**src/rtl/hypercord_stage_sched_pkg.sv**
```systemverilog
// Shared types and helpers for the hyperbolic-CORDIC stage scheduler.
// first_set handles masks of up to 8 stages.
package hypercord_stage_sched_pkg;

   localparam int IDWIDTH       = 16;
   localparam int HC_NUM_STAGES = 4;

   typedef enum logic [1:0] {SCHED_IDLE, SCHED_RUN, SCHED_DONE} sched_state_t;

   // Index of the lowest set bit; 0 when the mask is empty.
   function automatic logic [2:0] first_set(input logic [7:0] mask);
      logic [2:0] idx;
      idx = 3'd0;
      for (int i = 7; i >= 0; i--) begin
         if (mask[i]) idx = 3'(i);
      end
      return idx;
   endfunction

endpackage

```
**src/rtl/hypercord_stage_ptr.sv**
```systemverilog
// Priority encoder: lowest enabled stage index plus an empty-mask flag.
module hypercord_stage_ptr
   import hypercord_stage_sched_pkg::*;
#(
   parameter int N    = 4,
   parameter int SELW = 2
) (
   input  logic [N-1:0]    mask,
   output logic [SELW-1:0] idx,
   output logic            none
);

   logic [7:0] mask_w;

   always_comb begin
      mask_w         = '0;
      mask_w[N-1:0]  = mask;
   end

   assign idx  = SELW'(first_set(mask_w));
   assign none = (mask == '0);

endmodule

```
**src/rtl/hypercord_stage_sched.sv**
```systemverilog
// Time-multiplexes one shared CORDIC stage datapath over the enabled
// stages of each operand, with valid/ready ports on both sides.
//
//  state       | meaning
//  SCHED_IDLE  | no operand held, ready to accept
//  SCHED_RUN   | stepping through enabled stages, one per cycle
//  SCHED_DONE  | result presented on m_*, waiting for m_ready
module hypercord_stage_sched
   import hypercord_stage_sched_pkg::*;
#(
   parameter int DWIDTH     = IDWIDTH,
   parameter int NUM_STAGES = HC_NUM_STAGES,
   parameter int TAGW       = 4,
   localparam int SELW      = (NUM_STAGES > 1) ? $clog2(NUM_STAGES) : 1
) (
   input  logic                  clk,
   input  logic                  rst_n,
   input  logic                  s_valid,
   output logic                  s_ready,
   input  logic [DWIDTH-1:0]     s_x,
   input  logic [DWIDTH-1:0]     s_y,
   input  logic [DWIDTH-1:0]     s_z,
   input  logic [TAGW-1:0]       s_tag,
   input  logic [NUM_STAGES-1:0] cfg_stage_en,
   output logic [SELW-1:0]       dp_sel,
   output logic [DWIDTH-1:0]     dp_xin,
   output logic [DWIDTH-1:0]     dp_yin,
   output logic [DWIDTH-1:0]     dp_zin,
   input  logic [DWIDTH-1:0]     dp_xout,
   input  logic [DWIDTH-1:0]     dp_yout,
   input  logic [DWIDTH-1:0]     dp_zout,
   output logic                  m_valid,
   input  logic                  m_ready,
   output logic [DWIDTH-1:0]     m_x,
   output logic [DWIDTH-1:0]     m_y,
   output logic [TAGW-1:0]       m_tag,
   output logic                  busy
);

   sched_state_t          state;
   logic [DWIDTH-1:0]     x_r, y_r, z_r;
   logic [TAGW-1:0]       tag_r;
   logic [NUM_STAGES-1:0] en_mask;
   logic [NUM_STAGES-1:0] mask_next;
   logic [SELW-1:0]       stage_ptr;
   logic [SELW-1:0]       acc_idx, adv_idx;
   logic                  acc_none, adv_none;
   logic                  acc;

   // Gated by rst_n so the source sees no ready while reset is held.
   assign s_ready   = rst_n & ((state == SCHED_IDLE) | ((state == SCHED_DONE) & m_ready));
   assign acc       = s_valid & s_ready;
   assign mask_next = en_mask & ~(NUM_STAGES'(1) << stage_ptr);

   hypercord_stage_ptr #(.N(NUM_STAGES), .SELW(SELW)) u_ptr_acc (
      .mask (cfg_stage_en),
      .idx  (acc_idx),
      .none (acc_none)
   );

   hypercord_stage_ptr #(.N(NUM_STAGES), .SELW(SELW)) u_ptr_adv (
      .mask (mask_next),
      .idx  (adv_idx),
      .none (adv_none)
   );

   // stage_ptr is parked at 0 outside RUN, so dp_sel needs no extra gating.
   assign dp_sel = stage_ptr;
   assign dp_xin = x_r;
   assign dp_yin = y_r;
   assign dp_zin = z_r;
   assign m_x    = x_r;
   assign m_y    = y_r;
   assign m_tag  = tag_r;

   always_ff @(posedge clk or negedge rst_n) begin
      if (!rst_n) begin
         state     <= SCHED_IDLE;
         x_r       <= '0;
         y_r       <= '0;
         z_r       <= '0;
         tag_r     <= '0;
         en_mask   <= '0;
         stage_ptr <= '0;
         m_valid   <= 1'b0;
         busy      <= 1'b0;
      end else if (acc) begin
         x_r       <= s_x;
         y_r       <= s_y;
         z_r       <= s_z;
         tag_r     <= s_tag;
         en_mask   <= cfg_stage_en;
         stage_ptr <= acc_idx;
         state     <= acc_none ? SCHED_DONE : SCHED_RUN;
         m_valid   <= acc_none;
         busy      <= 1'b1;
      end else begin
         case (state)
            SCHED_RUN: begin
               x_r     <= dp_xout;
               y_r     <= dp_yout;
               // The final stage produces no Z, so the previous Z is kept.
               if (stage_ptr != SELW'(NUM_STAGES - 1)) z_r <= dp_zout;
               en_mask <= mask_next;
               if (adv_none) begin
                  state     <= SCHED_DONE;
                  stage_ptr <= '0;
                  m_valid   <= 1'b1;
               end else begin
                  stage_ptr <= adv_idx;
               end
            end
            SCHED_DONE: begin
               if (m_ready) begin
                  state   <= SCHED_IDLE;
                  m_valid <= 1'b0;
                  busy    <= 1'b0;
               end
            end
            default: ;
         endcase
      end
   end

endmodule

```
**config.mk**
```make
export PLATFORM = sky130hd
export DESIGN_NAME = hypercord_stage_sched
export DESIGN_NICKNAME = d
export VERILOG_FILES = /design/src/rtl/hypercord_stage_sched_pkg.sv /design/src/rtl/hypercord_stage_ptr.sv /design/src/rtl/hypercord_stage_sched.sv
export SDC_FILE = /design/constraint.sdc
export NUM_CORES = 1
export LEC_CHECK = 0
export BUFFER_PORTS_ARGS = -buffer_cell sky130_fd_sc_hd__buf_4
export CELL_PAD_IN_SITES_DETAIL_PLACEMENT = 0
export CELL_PAD_IN_SITES_GLOBAL_PLACEMENT = 1
export CORE_MARGIN = 5
export CORE_UTILIZATION = 32
export DETAILED_ROUTE_END_ITERATION = 10
export PLACE_DENSITY_LB_ADDON = 0.1
export SLEW_MARGIN = 20
export SYNTH_ARGS = -nofsm -noshare
export SYNTH_HDL_FRONTEND = slang
export SYNTH_SLANG_ARGS = --single-unit
export TNS_END_PERCENT = 50
```
**constraint.sdc**
```tcl
create_clock -name clk -period 2.9 [get_ports clk]
set_clock_uncertainty 0.2 [all_clocks]
set_input_delay 0.58 -clock clk [delete_from_list [all_inputs] [get_ports clk]]
set_output_delay 0.58 -clock clk [all_outputs]
set_load 0.03 [all_outputs]
```
# Yosys cells after proc, flatten, opt, wreduce, memory -nomap -nowiden
# Cells that the tools add are included.
# word_totals
ff_bits	62
latchBits	0
ramBits	0
mem_bits_ro	0
out_inout_bits	89
elab_cells	63
n_memories	0
# classes
addsub	0
n_mul	0
div	0
order_cmp	0
eq_ne	5
shift	1
n_mux	31
bitwise	6
n_reduce_logical	11
# op_table
operator	n
16-bit two-way mux	7
2-bit two-way mux	15
4-bit logical NOT	2
4-bit two-way mux	2
2-bit nonzero test	4
3-bit != test (second input constant)	2
1-bit two-way mux	5
4-bit bitwise AND	1
4-bit inverter	1
2-bit one-hot mux with 2 select lines	1
2-bit AND reduction	2
1-bit by 2-bit << shifter with 4-bit output (first input constant)	1
1-bit bitwise AND	3
3-bit AND reduction	1
3-bit nonzero test	1
2-bit by 1-bit equality test with 1-bit output (second input constant)	1
2-bit equality test (second input constant)	1
2-bit logical NOT	1
2-bit != test (second input constant)	1
1-bit one-hot mux with 2 select lines	1
1-bit bitwise OR	1

# Logic depth before layout (Yosys ltp)
# Gate-level depths: netlist of run 1.
# depth
word_depth	10
depth_mapped	6

# By module
# Synthesis of run 1 repeated with hierarchy kept, for this count alone.
# unflattened
cells_unflattened	305
hier_area_um2	3253.1
# by_module_without_submodules
module	instances	cells_per_inst	area_each_um2
hypercord_stage_sched	1	293	3180.6
hypercord_stage_ptr	2	6	36.3

# Least setup slack after synthesis of run 1
# Ideal clock, no wire load.
# synth_timing
path_type	input to output
from	in m_ready
to	out s_ready
arrival_ns	1.047
required_time_ns	2.120
setup_slack_ns	1.073
path_stages	2
n_path_buf	0
path_cell_list	nand2b_2 -> and3_1
# synth_via
elab_chain_cells	3
# synth_rtl
element	line_no	rtl
from (decl)	hypercord_stage_sched.sv:33	input logic m_ready,
1-bit bitwise AND	hypercord_stage_sched.sv:51	assign s_ready = rst_n & ((state == SCHED_IDLE) | ((state == SCHED_DONE) & m_ready));
1-bit bitwise OR	hypercord_stage_sched.sv:51	
1-bit bitwise AND	hypercord_stage_sched.sv:51	
to (decl)	hypercord_stage_sched.sv:19	output logic s_ready,
# Every way passes these cells.

# Worst setup path in the final report of run 1
# layout_timing
from	in rst_n
to	out s_ready
# layout_via
elab_chain_cells	1
# layout_rtl
element	line_no	rtl
from (decl)	hypercord_stage_sched.sv:17	input logic rst_n,
1-bit bitwise AND	hypercord_stage_sched.sv:51	
# Every way passes these cells.

==> flow_summary.yaml, run 1 <==
placed_design:
  post-place-ws_ns: 0.869
  gp_congestion: 0.728
  portBuffers: 196
  hpwlAfterDp_mm: 7.49
logic_synthesis:
  yosysWarnings: 0
  ys_top_cells_by_area: "dfrtp_1 (49%), nand2_1 (13%), buf_4 (8.6%)"
  synth_cells: 367
  yosysTopAreaCell: "dfrtp_1"
  synth_seq_cells: 61
  synth.distinct_cells: 38
  syn_area_per_cell_um2: 8.52
  syn_nets: 475
  synth_edf_count: 0
  synth_top_area_frac: 0.488
  ys_seq_area_frac: 0.488
  ys_async_sr_fraction: 1.00
  syn-cell-area_um2: 3130
  synth_ff_type: "dfrtp_1"
worst_setup_path:
  start_kind: "primary input"
  arrival_ns: 1.73
  crit_path_max_fanout: 13
  required_ns: 2.12
  cp-end-kind: "output pin"
  path_class: "in -> out"
power:
  pwr-share-clk: 0.139
  internal-power_uw: 3190
  p_sw_uw: 3020
  p_leak_uw: 0.00237
  peakVddDrop_uv: 599
  p_seq_frac: 0.269
  powerDensity_nw_per_um2: 1330
  combPwrFrac: 0.592
  switching_share: 0.486
run_status:
  status: "complete, no violations"
global_routing:
  grt_pass1_wl_mm: 15.6
  grt_pass1_vias: 2966
  grt-ovfl-total: 0
  grt_max_degree: 61
  antenna_found_initial: 0
  grt.total_usage: 0.170
clocking:
  post_cts_resize_count: 0
  clkLatencyLatePin_ns: 0.33
  clock-sinks: 61
  h-tree-depth: 3
  hold_buffers: 1
  root_buffer: "clkbuf_8"
  cts_tree: "done"
  numCtsBuffers: 9
  cts_buffer_depth: 2
  path_clk_slew_ns: 0.07
  cts_post_setup_buffers_inserted: 0
sta:
  finalCritPeriodShare: 0.866
  fmax_ghz: 0.398
  setup_violations: 0
  rsz0062_at_grt: "false"
  period_needed_ns: 2.51
  setup_slack_ns: 0.389
  fin_hold_ws_ns: 0.233
  tns_ns: 0
  drv_slew: 0
  slew_headroom: 0.536
  final-hold-violation-count: 0
  worstMarginPinSlew_ns: 0.696
route:
  drt_wl_total_mm: 10.1
  vias: 3093
  antenna_left: 0
  dr.pass1.iters: 4
  wire_per_inst_um: 15.2
  viasPerCell: 4.67
  drcViolationCount: 0
  first_iter_violations: 168
floorplan:
  start_util: 0.325
  die_h_um: 109
  num_rows: 36
  ioPinCount: 197
  die_area_um2: 11900
  core_area_um2: 9640
  die_w_um: 109
cells_and_area:
  diodes: 0
  num-fill-cells: 959
  seq_area_um2: 1530
  fin_util: 0.484
  synthToLayoutAreaGrowth_pct: 49.3
  drive_gt1_frac: 0.425
  layout.nets: 632
  multi_input_area_um2: 1220
flow_run:
  cap_violations: 0
worst_hold_path:
  hold_class: "in -> reg"
## path summary, 6_finish.rpt
| kind | end | slack (ns) | cells after the start | start |
|---|---|---|---|---|
| max | s_ready | 0.39 | 4 | rst_n |
| min | m_tag[2]$_DFFE_PN0P_ | 0.23 | 3 | s_tag[2] |
| max reg2reg | dp_zin[6]$_DFFE_PN0P_ | 0.96 | 4 | state[1]$_DFFE_PN0P_ |
| min reg2reg | m_tag[1]$_DFFE_PN0P_ | 0.28 | 2 | m_tag[1]$_DFFE_PN0P_ |
| max in group asynchronous | dp_xin[0]$_DFFE_PN0P_ | 1.07 | 3 | rst_n |
| min in group asynchronous | dp_zin[4]$_DFFE_PN0P_ | 0.50 | 2 | rst_n |
## Yosys cell counts, types with 2 or more instances
master / number
buf_1: 2
o21ai_0: 8
o21a_1: 2
o311ai_0: 2
dfrtp_1: 61
nor2_1: 44
buf_6: 2
a22oi_1: 6
a22o_1: 2
nand3_1: 6
nand2_1: 109
inv_1: 3
clkbuf_1: 2
a31oi_1: 43
buf_4: 36
buf_2: 14
a21oi_1: 4
## worst max-delay path: stages
cell and delay, ns:
dlygate4sd3_1 0.57, buf_4 0.24, and3_1 0.18, buf_4 0.15
## power groups by stage
stage,clock network [uW],registers (uW),logic [uW]
final,863,1670,3680
after global routing,927,1750,3960
after CTS,886,1680,3740
after detailed placement,0,1690,3730
after global placement,0,1670,3710
after floorplan,0,2390,1930
## kinds of logic after synthesis
| group | Yosys count | synth area share |
|---|---|---|
| AO/OA/AOI/OAI | 73 | 0.154 |
| buffers and inverters | 60 | 0.126 |
| flip-flops | 61 | 0.488 |
| AND/OR/NAND/NOR | 173 | 0.232 |
## layer usage
| metal | share of wire | vias up | track usage |
|---|---|---|---|
| met4 | 0.022 | 0 | 0.0667 |
| met5 | 0 | - | 0 |
| met1 | 0.41 | 1419 | 0.216 |
| met3 | 0.097 | 18 | 0.0604 |
| li1 | - | 1516 | - |
| met2 | 0.47 | 140 | 0.265 |
## stage by stage
step / cells / cell area [um^2] / power, uW
after detailed placement: 645 / 4430 / 5420
after floorplan: 367 / 3130 / 4320
after global placement: 645 / 4430 / 5380
after global routing: 662 / 4670 / 6640
after CTS: 662 / 4670 / 6300
final: 662 / 4670 / 6220
## sequential cells by signal (all words and copies together), names as in the netlist
name	flops
busy	1
dp_sel	2
dp_xin	16
dp_yin	16
dp_zin	16
en_mask	4
m_tag	4
state	2
## final cells by class
type | count | area share
inverters | 4 | 0.00322
repair buffers | 202 | 0.325
clock buffers | 12 | 0.0332
multi-input cells | 246 | 0.261
clock inverters | 4 | 0.0150
well taps | 133 | 0.0356
flip-flops and latches | 61 | 0.327
## placed cells by master, fill, tap and decap left out, types with 2 or more instances in the layout
master / Yosys / final
a21oi_1: 4 / 4
a22o_1: 2 / 2
a22oi_1: 6 / 6
a31oi_1: 43 / 43
buf_4: 36 / 201
bufinv_16: 0 / 2
clkbuf_8: 0 / 11
clkinv_2: 0 / 2
dfrtp_1: 61 / 61
inv_1: 3 / 3
nand2_1: 109 / 109
nand3_1: 6 / 6
nor2_1: 44 / 44
o21a_1: 2 / 2
o21ai_0: 8 / 8
o311ai_0: 2 / 2
Power figures use the tool's default switching activity.
==> run 2: changes to the inputs <==
- ABC_AREA: unset -> 1
- CAP_MARGIN: unset -> 40
- CORE_UTILIZATION: 32 -> 31
==> run 2 against run 1 <==
First-iteration DRC count increased by 24%. Sequential cell count did not move. Critical endpoint is now dp_sel[0]$_DFFE_PN0P_. Core utilization shrank 1.7 points. Sequential share of layout area decreased by 0.51 points. Via count is 2.3% higher. Clock power fell by 7.5%. Synthesized cell count is 11% higher. Worst setup slack better by 0.32 ns. Fmax up 14%. Largest power group unchanged. Critical path type is now reg -> reg. Largest cell class is now buffers. Die area is 4.3% higher. Power is 2.2% lower. Cell area rose by 1.6%.
==> flow_summary.yaml, run 2 <==
run_status:
  status: "complete, no violations"
route:
  dr.pass1.iters: 4
  antenna_left: 0
  drt_wl_total_mm: 9.87
  drcViolationCount: 0
  viasPerCell: 4.49
  vias: 3164
  wire_per_inst_um: 14.0
  first_iter_violations: 208
logic_synthesis:
  syn-cell-area_um2: 3180
  synth_top_area_frac: 0.481
  ys_seq_area_frac: 0.481
  ys_async_sr_fraction: 1.00
  synth_edf_count: 0
  synth_cells: 406
  synth_compound_area_frac: 0.106
  syn_area_per_cell_um2: 7.82
  synth_seq_cells: 61
  syn_nets: 514
  synth_most_common_cell: "nand2_1"
  yosysWarnings: 0
  netlist_top_cells_count: "nand2_1 (125), dfrtp_1 (61), nand3_1 (40), buf_4 (36), nor2_1 (36)"
  synth_ff_type: "dfrtp_1"
  synth.distinct_cells: 22
  synth_xor_area_frac: 0
  yosysTopAreaCell: "dfrtp_1"
  yosys.area_share.simple: 0.268
  synthMuxAreaShare: 0
  synthAdderAreaFrac: 0
  ys_top_cells_by_area: "dfrtp_1 (48%), nand2_1 (15%), buf_4 (8.5%)"
  synth_top_family_by_area: "simple AND/OR/NAND/NOR gates"
sta:
  period_needed_ns: 2.19
  drv_slew: 0
  worstMarginPinSlew_ns: 0.715
  final-hold-violation-count: 0
  finalCritPeriodShare: 0.756
  fmax_ghz: 0.456
  fin_hold_ws_ns: 0.0649
  rsz0062_at_grt: "false"
  tns_ns: 0
  slew_headroom: 0.522
  setup_violations: 0
placed_design:
  gp_congestion: 0.764
  dp.cells: 688
  portBuffers: 196
  hpwlAfterDp_mm: 7.21
cells_and_area:
  layout.nets: 672
  mostFrequentLayoutCell: "buf_4"
  diodes: 0
  drive_gt1_frac: 0.390
  fin_util: 0.468
  synthToLayoutAreaGrowth_pct: 49.4
  fin_cells: 705
  final_cell_mix: "buf_4 (201), nand2_1 (125), dfrtp_1 (61)"
floorplan:
  core_area_um2: 10100
  num_rows: 37
  die_area_um2: 12400
  die_h_um: 111
  ioPinCount: 197
  start_util: 0.313
  die_w_um: 111
worst_setup_path:
  path_class: "reg -> reg"
  start_kind: "flip-flop"
  path_delay_family: "buffers and inverters"
  slowest_delay_ns: 0.55
  cp-end-kind: "flip-flop"
  cpMaxStageDelayCell: "inv_2"
  cp-endpoint: "dp_sel[0]$_DFFE_PN0P_"
  worstReg2RegStart: "state[0]$_DFFE_PN0P_"
  rrSetupSlack_ns: 0.71
  crit_path_max_fanout: 40
  required_ns: 2.95
  cp_num_buf_inv: 3
  r2r_end: "dp_sel[0]$_DFFE_PN0P_"
  worstPathCellList: "inv_1, nor2_4, buf_4, inv_2, nand2_1, nand2_1, nand2_1, a21oi_1"
  cp.depth: 8
  cpMostUsedCell: "nand2_1"
  arrival_ns: 2.24
  critPathLaunch: "state[0]$_DFFE_PN0P_"
  reg2regPathDepth: 8
clocking:
  h-tree-depth: 3
  cts_buffer_depth: 2
  root_buffer: "clkbuf_8"
  clock-sinks: 61
  cts_post_setup_buffers_inserted: 0
  path_clk_slew_ns: 0.07
  post_cts_resize_count: 0
  cts_tree: "done"
  clkLatencyLatePin_ns: 0.33
  numCtsBuffers: 9
  hold_buffers: 0
global_routing:
  grt_pass1_vias: 3075
  grt_max_degree: 62
  grt-ovfl-total: 0
  antenna_found_initial: 0
  grt.total_usage: 0.156
  grt_pass1_wl_mm: 15.9
power:
  powerDensity_nw_per_um2: 1280
  peakVddDrop_uv: 390
  p_leak_uw: 0.00251
worst_hold_path:
  hold_class: "in -> async"
flow_run:
  cap_violations: 0
-- run 2: cell types whose count changed after synthesis, sizes merged, moves of 6 or more --
cell	delta
a22oi	-6
nand3	+35
nor2	-7
o21ai	+12
inv	+21
nand2	+16
a31oi	-11
-- run 2: routing by layer --
metal,GRT usage,vias to the layer above,routed length [um]
li1,-,1606,-
met1,0.207,1437,4460
met2,0.251,116,4610
met3,0.0513,5,746
met4,0.0316,0,62
met5,0,-,0
-- run 2: cells by family (layout without fill, tap and decap cells) --
kind of cell,after synthesis,in the layout
flip-flops,61,61
buffers and inverters,81,244
AND/OR/NAND/NOR,207,207
AO/OA/AOI/OAI,57,57
-- run 2: metrics by stage --
stage / total power [uW] / setup WS, ns / instance area [um^2]
floorplan: 4210 / 0.957 / 3180
global placement: 5310 / 0.616 / 4510
detailed placement: 5350 / 0.570 / 4510
CTS: 6180 / 0.677 / 4720
global route: 6510 / 0.415 / 4740
finish: 6080 / 0.707 / 4740
-- run 2: power by group --
part	switching [uW]	internal [uW]
clock network	331	467
logic	2330	1320
registers	339	1290
-- run 2: worst min-delay path by stage --
stage,slack [ns],end,depth (start not counted),from
5_1_grt,0.08,dp_xin[1]$_DFFE_PN0P_,2,rst_n
4_1_cts,0.22,m_tag[2]$_DFFE_PN0P_,3,s_tag[2]
6_report,0.06,dp_xin[6]$_DFFE_PN0P_,2,rst_n
2_1_floorplan,0.08,busy$_DFFE_PN0P_,0,rst_n
3_5_place_dp,0.27,m_tag[0]$_DFFE_PN0P_,2,m_tag[0]$_DFFE_PN0P_
3_3_place_gp,0.26,m_tag[0]$_DFFE_PN0P_,2,m_tag[0]$_DFFE_PN0P_
-- run 2: final cells by class --
cell class | instances | area [um^2]
fillers | 1056 | 5400
repair buffers | 203 | 1550
flip-flops and latches | 61 | 1530
multi-input cells | 264 | 1190
well taps | 136 | 170
clock buffers | 13 | 169
inverters | 25 | 93.8
clock inverters | 3 | 42.5
==> run 3: changes to the inputs <==
- CORE_UTILIZATION: 31 -> 29
- clock period: 2.9 -> 2.1 ns (I/O delays scaled with it)
==> run 3 against run 2 <==
First-iteration DRC count rose by 13%. Via count increased by 3.8%. Clock-buffer cell count fell by 1. Worst hold slack improved by 0.012 ns. Cell count rose by 1.7%. Clock power increased by 32%. Core utilization is 2.0 points lower. Power grew 39%. Sequential share of layout area shrank 0.58 points. Global-route usage decreased by 0.34 points. Critical path depth is 3 lower. Critical endpoint is now s_ready. Cell area grew 1.8%.
==> flow_summary.yaml, run 3 (same netlist as run 2, synthesis figures left out) <==
run_status:
  status: "complete, no violations"
cells_and_area:
  mostFrequentLayoutCell: "buf_4"
  synthToLayoutAreaGrowth_pct: 52.1
  layout.nets: 680
  final_cell_mix: "buf_4 (205), nand2_1 (125), dfrtp_1 (61)"
  diodes: 0
  drive_gt1_frac: 0.397
route:
  vias: 3284
  drt_wl_total_mm: 10.3
  dr.pass1.iters: 4
  antenna_left: 0
  drcViolationCount: 0
  viasPerCell: 4.58
  first_iter_violations: 234
  wire_per_inst_um: 14.4
worst_setup_path:
  worstPathCellList: "dlygate4sd3_1, buf_4, nand2_1, nor2_1, buf_4"
  arrival_ns: 1.45
  required_ns: 1.48
  path_delay_family: "buffers and inverters"
  crit_path_max_fanout: 3
  start_kind: "primary input"
  cpMostUsedCell: "buf_4"
  path_class: "in -> out"
  rrSetupSlack_ns: 0.28
  slowest_delay_ns: 0.56
  cpMaxStageDelayCell: "dlygate4sd3_1"
  cp-end-kind: "output pin"
  cp_num_buf_inv: 3
sta:
  slew_headroom: 0.692
  fmax_ghz: 0.484
  tns_ns: 0
  setup_violations: 0
  finalCritPeriodShare: 0.983
  setup_slack_ns: 0.0347
  final-hold-violation-count: 0
  period_needed_ns: 2.07
  drv_slew: 0
  worstMarginPinSlew_ns: 0.462
clocking:
  cts_buffer_depth: 2
  cts_tree: "done"
  clock-sinks: 61
  h-tree-depth: 3
  numCtsBuffers: 9
  clkLatencyLatePin_ns: 0.34
  path_clk_slew_ns: 0.07
  root_buffer: "clkbuf_8"
floorplan:
  die_h_um: 115
  core_area_um2: 10800
  die_w_um: 115
  die_area_um2: 13100
  ioPinCount: 197
  num_rows: 38
  start_util: 0.294
placed_design:
  hpwlAfterDp_mm: 7.63
  post-place-ws_ns: 0.278
  portBuffers: 196
  gp_congestion: 0.732
global_routing:
  grt_pass1_vias: 3168
  grt_pass1_wl_mm: 16.1
  antenna_found_initial: 0
  grt-ovfl-total: 0
  grt.total_usage: 0.153
  grt_max_degree: 52
power:
  peakVddDrop_uv: 815
  p_leak_uw: 0.00255
  powerDensity_nw_per_um2: 1740
flow_run:
  cap_violations: 0
worst_hold_path:
  hold_class: "in -> reg"
## run 3: cell types whose count changed in the layout (fill, tap and decap cells not counted), sizes merged
cell         delta
dlygate4sd3     +1
nand3           +1
clkinv          +1
buf             +6
clkbuf          -1
## run 3: report_power, final
| group | switching [uW] | internal, uW | leakage, uW |
|---|---|---|---|
| clock network | 469 | 578 | 0.0000964 |
| logic | 3240 | 1890 | 0.00173 |
| registers | 465 | 1790 | 0.000721 |
## run 3: final cells by class
type | instances | area (um^2)
fill | 1115 | 5960
inverter | 25 | 93.8
sequential | 61 | 1530
timing repair buffer | 210 | 1640
clock buffer | 12 | 145
multi-input combinational | 265 | 1200
tap | 140 | 175
clock inverter | 4 | 47.5
## run 3: worst reg2reg max path, cell delays in order (launching register included)
cell and delay, ns:
dfrtp_1 0.40, inv_1 0.12, nor2_4 0.15, buf_4 0.42, nand3_1 0.14, o21ai_1 0.18, o21ai_0 0.10
## run 3: path summary, 6_finish.rpt
check | startpoint | to | cells past startpoint
hold reg to reg | m_tag[0]$_DFFE_PN0P_ | m_tag[0]$_DFFE_PN0P_ | 2
max in group asynchronous | rst_n | dp_zin[11]$_DFFE_PN0P_ | 4
min in group asynchronous | rst_n | dp_yin[3]$_DFFE_PN0P_ | 3
hold / removal | s_tag[2] | m_tag[2]$_DFFE_PN0P_ | 3
setup reg to reg | state[0]$_DFFE_PN0P_ | state[0]$_DFFE_PN0P_ | 6
setup / recovery | rst_n | s_ready | 5
## run 3: repair_timing
action / 4_1_cts / 5_1_grt
hold endpoints to repair: 10 / 0
setup buffers: 0 / 2
hold buffers: 1 / 0
gates resized for setup: 0 / 1
endpoints found under the setup margin: 0 / 32
## run 3: metrics by stage
step,hold WS [ns],utilization,cell area (um^2),cells,power (uW)
after floorplan,-0.0756,-,3180,406,5810
after global placement,0.266,0.424,4570,696,7400
after detailed placement,0.186,0.426,4600,697,7460
after CTS,0.0593,0.445,4800,714,8530
after global routing,0.0770,0.447,4830,717,9010
final,0.0773,0.447,4830,717,8430
## run 3: routing by layer
metal / GRT usage / wire length, um / up-vias
met5: 0 / 0 / -
met4: 0.0523 / 115 / 0
met3: 0.0418 / 883 / 11
met2: 0.239 / 4830 / 124
met1: 0.204 / 4490 / 1523
li1: - / - / 1626
